===== config.mk =====
export PLATFORM = sky130hd
export DESIGN_NAME = serial_add_ctrl
export DESIGN_NICKNAME = d
export VERILOG_FILES = /design/src/rtl/serial_add_ctrl.sv
export SDC_FILE = /design/constraint.sdc
export NUM_CORES = 1
export LEC_CHECK = 0
export ABC_AREA = 1
export CORE_AREA = 2 2 63 65
export CTS_CLUSTER_SIZE = 28
export DETAILED_ROUTE_END_ITERATION = 8
export DIE_AREA = 0 0 65 67
export PLACE_DENSITY_LB_ADDON = 0.2
export SYNTH_ARGS = -nofsm -noshare
export SYNTH_HDL_FRONTEND = slang
export SYNTH_SLANG_ARGS = --single-unit
export TNS_END_PERCENT = 100

===== constraint.sdc =====
create_clock -name clk -period 1.5 [get_ports clk]
set_input_delay 0.3 -clock clk [delete_from_list [all_inputs] [get_ports clk]]
set_output_delay 0.3 -clock clk [all_outputs]
set_load 0.01 [all_outputs]

===== src/rtl/serial_add_ctrl.sv =====
// rtl/serial_add_ctrl.sv - bit-serial WIDTH-bit adder sequencer driving an external 1-bit full adder
//
// Purpose:
//   Latches operands on an accepted start, then feeds the external full adder
//   one bit per clock, LSB first. The carry is fed back from fa_co and the sum
//   bits are collected in a right-shifting result register.
//
// Optional feature macro: SERIAL_ADD_OVF_EN (signed overflow flag on ovf).
//
// Ports:
//   clk, reset         clock and synchronous active-high reset
//   start, a, b, cin   request and operands (sampled only in IDLE or DONE)
//   fa_x, fa_y, fa_ci  to the full adder: current A bit, B bit and running carry
//   fa_s, fa_co        from the full adder: sum bit and carry out
//   busy, done         state decodes: RUN and DONE
//   sum, cout, ovf     registered result, held until the next accepted start

module serial_add_ctrl #(
  parameter int WIDTH = 8
) (
  input  logic             clk,
  input  logic             reset,
  input  logic             start,
  input  logic [WIDTH-1:0] a,
  input  logic [WIDTH-1:0] b,
  input  logic             cin,
  output logic             fa_x,
  output logic             fa_y,
  output logic             fa_ci,
  input  logic             fa_s,
  input  logic             fa_co,
  output logic             busy,
  output logic             done,
  output logic [WIDTH-1:0] sum,
  output logic             cout,
  output logic             ovf
);

  localparam int CW = $clog2(WIDTH) + 1;

  typedef enum logic [1:0] {
    S_IDLE = 2'd0,
    S_RUN  = 2'd1,
    S_DONE = 2'd2
  } state_t;

  state_t           state;
  logic [WIDTH-1:0] areg;
  logic [WIDTH-1:0] breg;
  logic             carry;
  logic [CW-1:0]    cnt;

  logic in_run;
  logic accept;
  logic last_bit;

  assign in_run   = (state == S_RUN);
  // start is only honoured when no job is in flight; DONE may chain directly.
  assign accept   = start && ((state == S_IDLE) || (state == S_DONE));
  assign last_bit = in_run && (cnt == CW'(WIDTH - 1));

  assign busy  = in_run;
  assign done  = (state == S_DONE);

  // Adder inputs are gated so the shared cell sees a quiet 0 outside a run.
  assign fa_x  = in_run & areg[0];
  assign fa_y  = in_run & breg[0];
  assign fa_ci = in_run & carry;

  always_ff @(posedge clk) begin
    if (reset) begin
      state <= S_IDLE;
      areg  <= '0;
      breg  <= '0;
      carry <= 1'b0;
      cnt   <= '0;
      sum   <= '0;
      cout  <= 1'b0;
    end else begin
      case (state)
        S_IDLE, S_DONE: begin
          if (accept) begin
            state <= S_RUN;
            areg  <= a;
            breg  <= b;
            carry <= cin;
            cnt   <= '0;
            sum   <= '0;
            cout  <= 1'b0;
          end else begin
            state <= S_IDLE;
          end
        end
        S_RUN: begin
          areg  <= areg >> 1;
          breg  <= breg >> 1;
          sum   <= {fa_s, sum[WIDTH-1:1]};
          carry <= fa_co;
          cnt   <= cnt + 1'b1;
          if (last_bit) begin
            state <= S_DONE;
            cout  <= fa_co;
          end
        end
        default: state <= S_IDLE;
      endcase
    end
  end

`ifdef SERIAL_ADD_OVF_EN
  // On the MSB, carry holds the carry into the MSB and fa_co the carry out;
  // their XOR is the two's-complement overflow condition.
  always_ff @(posedge clk) begin
    if (reset || accept) begin
      ovf <= 1'b0;
    end else if (last_bit) begin
      ovf <= carry ^ fa_co;
    end
  end
`else
  assign ovf = 1'b0;
`endif

endmodule


# After elaboration in Yosys (flattened, before gate mapping)
# Cells that the tools add are included.
# Widths: inputs -> output; s select.
# classes
muxes	16
addsub	1
reduce_logical	8
div_mod_pow	0
shifts	0
multipliers	0
n_bitwise	3
order_cmp	0
eq_ne	5
# op_table
cell	n
$pmux 8 s2	3
$mux 8	3
$pmux 4 s2	1
$add 4x1->4 const B	1
$eq 4x3->1 const B	1
$mux 1	4
$mux 4	1
$pmux 1 s2	2
$pmux 2 s2	1
$and 1x1->1	3
$reduce_and 3->1	1
$eq 2x1->1 const B	1
$eq 2x2->1 const B	1
$logic_and 1x1->1	2
$logic_not 2->1	1
$mux 2	1
$ne 2x1->1 const B	1
$ne 2x2->1 const B	1
$reduce_and 2->1	1
$reduce_bool 2->1	1
$reduce_or 2->1	1
$logic_or 1x1->1	1
# word_totals
ram_bits	0
out_inout_bits	15
wordCells	40
mem_count	0
input_bits	22
mem_bits_ro	0
latch_bits	0
register_bits	32

# Longest topological paths before layout
# depth
ltp_word	5
ltp_mapped	8
ltp_nobuf	6

# Least setup slack after synthesis
# No wires, ideal clock.
# synth_path
path_kind	register to output
from	register state[0]
to	output fa_ci
t_required_ps	1200
t_arrival_ps	870
slack_ps	330
stages_incl_launch_ff	5
path_buffers	2
path_cell_list	dfxtp_1 buf_6 nand2_2 buf_4 nor2_1
# synth_between
elab_chain_len	2
# synth_lines
element	line_no	source
start: declaration	47	state_t state;
start signal: assignment	72	state <= S_IDLE;
start signal: assignment	83	state <= S_RUN;
start signal: assignment	91	state <= S_IDLE;
$eq 2x1->1	57	assign in_run = (state == S_RUN);
$and 1x1->1	68	assign fa_ci = in_run & carry;
end: declaration	29	output logic fa_ci,
# No other way between the ends.

# Worst setup path in the final report
# layout_path
from	register state[0]
to	output done
# layout_between
elab_chain_len	1
# layout_lines
element	line_no	source
$eq 2x2->1	63	assign done = (state == S_DONE);
end: declaration	33	output logic done,
# No other way between the ends.

==> summary.txt <==
Floorplan
  – Initial Util: 43.6%
  – Die Y: 67 microns
  – Core area: 3610 sq um
  – Rows: 22
  – Die X: 65 microns
  – I/O Pins: 37
  – Die footprint: 4360 sq um

Timing
  – Hold Fails Final Rpt: 0
  – Setup_tns: 0 ns
  – Fin crit share: 97.5%
  – Tmin final: 1.46 ns
  – Final setup violation count: 0
  – Layout Skew: 0.00488 ns
  – RSZ-0062 raised after global routing: no
  – Max Fclk: 0.684 GHz
  – Hold slack final: 0.464 ns
  – Max Slew Vio Count: 0

Logic synthesis
  – Mapped Avg Cell Area: 7.56 sq um
  – Post-Syn Instances: 208
  – Netlist cell types: 22
  – Seq/Total Area, Yosys: 40.8%
  – Yosys Warn Count: 0
  – Syn Nets: 231
  – Seq cells post-synth: 32
  – Mapped cell area: 1570 sq um

Pwr
  – Int Power: 1.44 mW
  – Clock power frac: 34.6%
  – Psw: 538 uW
  – Seq pwr share: 46.4%
  – Sw Ratio: 27.2%
  – Pwr dens: 922 nW/um^2
  – Max VDD drop: 442 uV
  – Leak pwr: 0.975 nW
  – Logic gate share of total power: 19.0%

Place
  – IO Port Bufs: 35
  – GPL Wtd Cong: 0.775
  – Placed wire-length estimate: 2.39 mm

Finish
  – Most frequent cells in the layout: nand2_1 (47), nand3_1 (33), dfxtp_1 (31)
  – Final nets: 278
  – Area grow syn2layout: 36.8%
  – Commonest non-fill, non-tap cell in the layout: nand2_1
  – Filler Cell Count: 335
  – Layout cells sized above 1: 24.2%
  – # diodes: 0
  – Finished Core Util: 59.6%

Global route
  – First-pass GRT wire length: 5.89 mm
  – GRT Total Usage: 17.7%
  – Number of global-route vias before repair: 1322
  – Largest net degree at the start of global routing: 22
  – Initial antenna violation count: 0
  – Total gr overflow: 0

Drt
  – Drt drc: 0
  – WL final: 3.40 mm
  – Drt initial violations: 70
  – Vias per cell: 4.78
  – DR vias: 1452
  – Remaining antenna violation count: 0
  – Pre-antenna DRT Iters: 4
  – Routed WL per cell: 11.2 microns

Hold path
  – Hold crit path type: flop to flop
  – Hold path start: areg[7]

Clocking
  – Post-CTS Setup Repair Bufs: 0
  – Hold_buf cts: 0
  – H-tree depth: 2
  – CTS root buffer: clkbuf_8
  – Skew-Pair Late Insertion Delay: 0.28 ns
  – CTS clk-pin slew, worst paths: 0.06 ns
  – Total CTS buffers: 5
  – CTS tree: yes
  – # clock sinks: 32
  – Resized cells post-CTS: 10
  – Clock Path Buffers: 2

Critical path
  – Critical path origin: state[0]
  – Startpoint types: flop
  – Arr. time, crit path: 1.16 ns
  – WP data required: 1.20 ns
  – Critical R2R Launch: state[0]
  – Crit Path Category: flop to output port
  – CP max FO: 3
  – Critical Path End Type: output port

Run
  – Max_cap viols: 0

Outcome
  – Status: finished, final reports clean
==> cells by family after synthesis <==
family / synth area share [%]
buffers and inverters: 12.3
other: 0.239
AOI/OAI and AO/OA: 14.6
and+or+nand+nor: 31.4
adders and majority gates: 0.796
DFF: 40.8
==> stage by stage <==
step	instances	total power [mW]	cell area (sq um)	setup WS [ns]
2_1_floorplan	208	1.16	1570	0.330
3_3_place_gp	296	1.32	2040	-0.00428
3_5_place_dp	296	1.32	2040	-0.0334
4_1_cts	304	1.99	2130	0.00315
5_1_grt	304	2.08	2150	0.00253
6_report	304	1.98	2150	0.0377
==> layer usage <==
| layer | track usage (%) | vias to the layer above | part of all wire (%) |
|---|---|---|---|
| met1 | 22.3 | 665 | 48 |
| met3 | 4.05 | 7 | 3.4 |
| met4 | 6.38 | 0 | 1.2 |
| met5 | 0 | - | 0 |
| met2 | 29.5 | 28 | 48 |
| li1 | - | 752 | - |
==> layout make-up <==
| cell class | instances | area (sq um) | area share [%] |
|---|---|---|---|
| multi-input cells | 139 | 746 | 34.7 |
| flip-flops and latches | 32 | 642 | 29.9 |
| repair buffers | 53 | 514 | 23.9 |
| inverters | 24 | 95.1 | 4.42 |
| clock buffers | 6 | 82.6 | 3.84 |
| well taps | 48 | 60.1 | 2.79 |
| clock inverters | 2 | 10.0 | 0.466 |
==> power groups by stage <==
stage	registers, mW	logic, mW	clock network (mW)
after floorplan	0.933	0.227	0
after global placement	0.937	0.379	0
after detailed placement	0.936	0.381	0
after CTS	0.918	0.379	0.692
after global routing	0.924	0.417	0.742
final	0.919	0.377	0.686
==> sequential cells by signal, summed over array words and instances (netlist names) <==
register,cells
cout,1
areg,8
cnt,4
sum,8
state,2
carry,1
breg,8
==> synth_stat cells, drive strengths merged <==
cell,number,area share [%]
inv,24,6.1
nor2,10,3.3
buf,12,6.0
dfxtp,32,41
o21ai,5,1.6
nand2,59,17
ha,1,0.80
nand3,33,11
a21oi,28,13
a22oi,1,0.48
nor3,1,0.32
clkbuf,1,0.24
conb,1,0.24
==> worst max-delay path: stages, from the launching register on <==
cell and delay (ns):
dfxtp_2 0.33, buf_4 0.15, nor2_1 0.12, dlygate4sd2_1 0.28
==> path summary, 6_finish.rpt <==
check / to / slack (ns) / cells after the start
max: done / 0.04 / 3
min: areg[7] / 0.46 / 2
max reg2reg: cout / 0.16 / 9
min reg2reg: areg[7] / 0.46 / 2
Power figures use the tool's default switching activity.
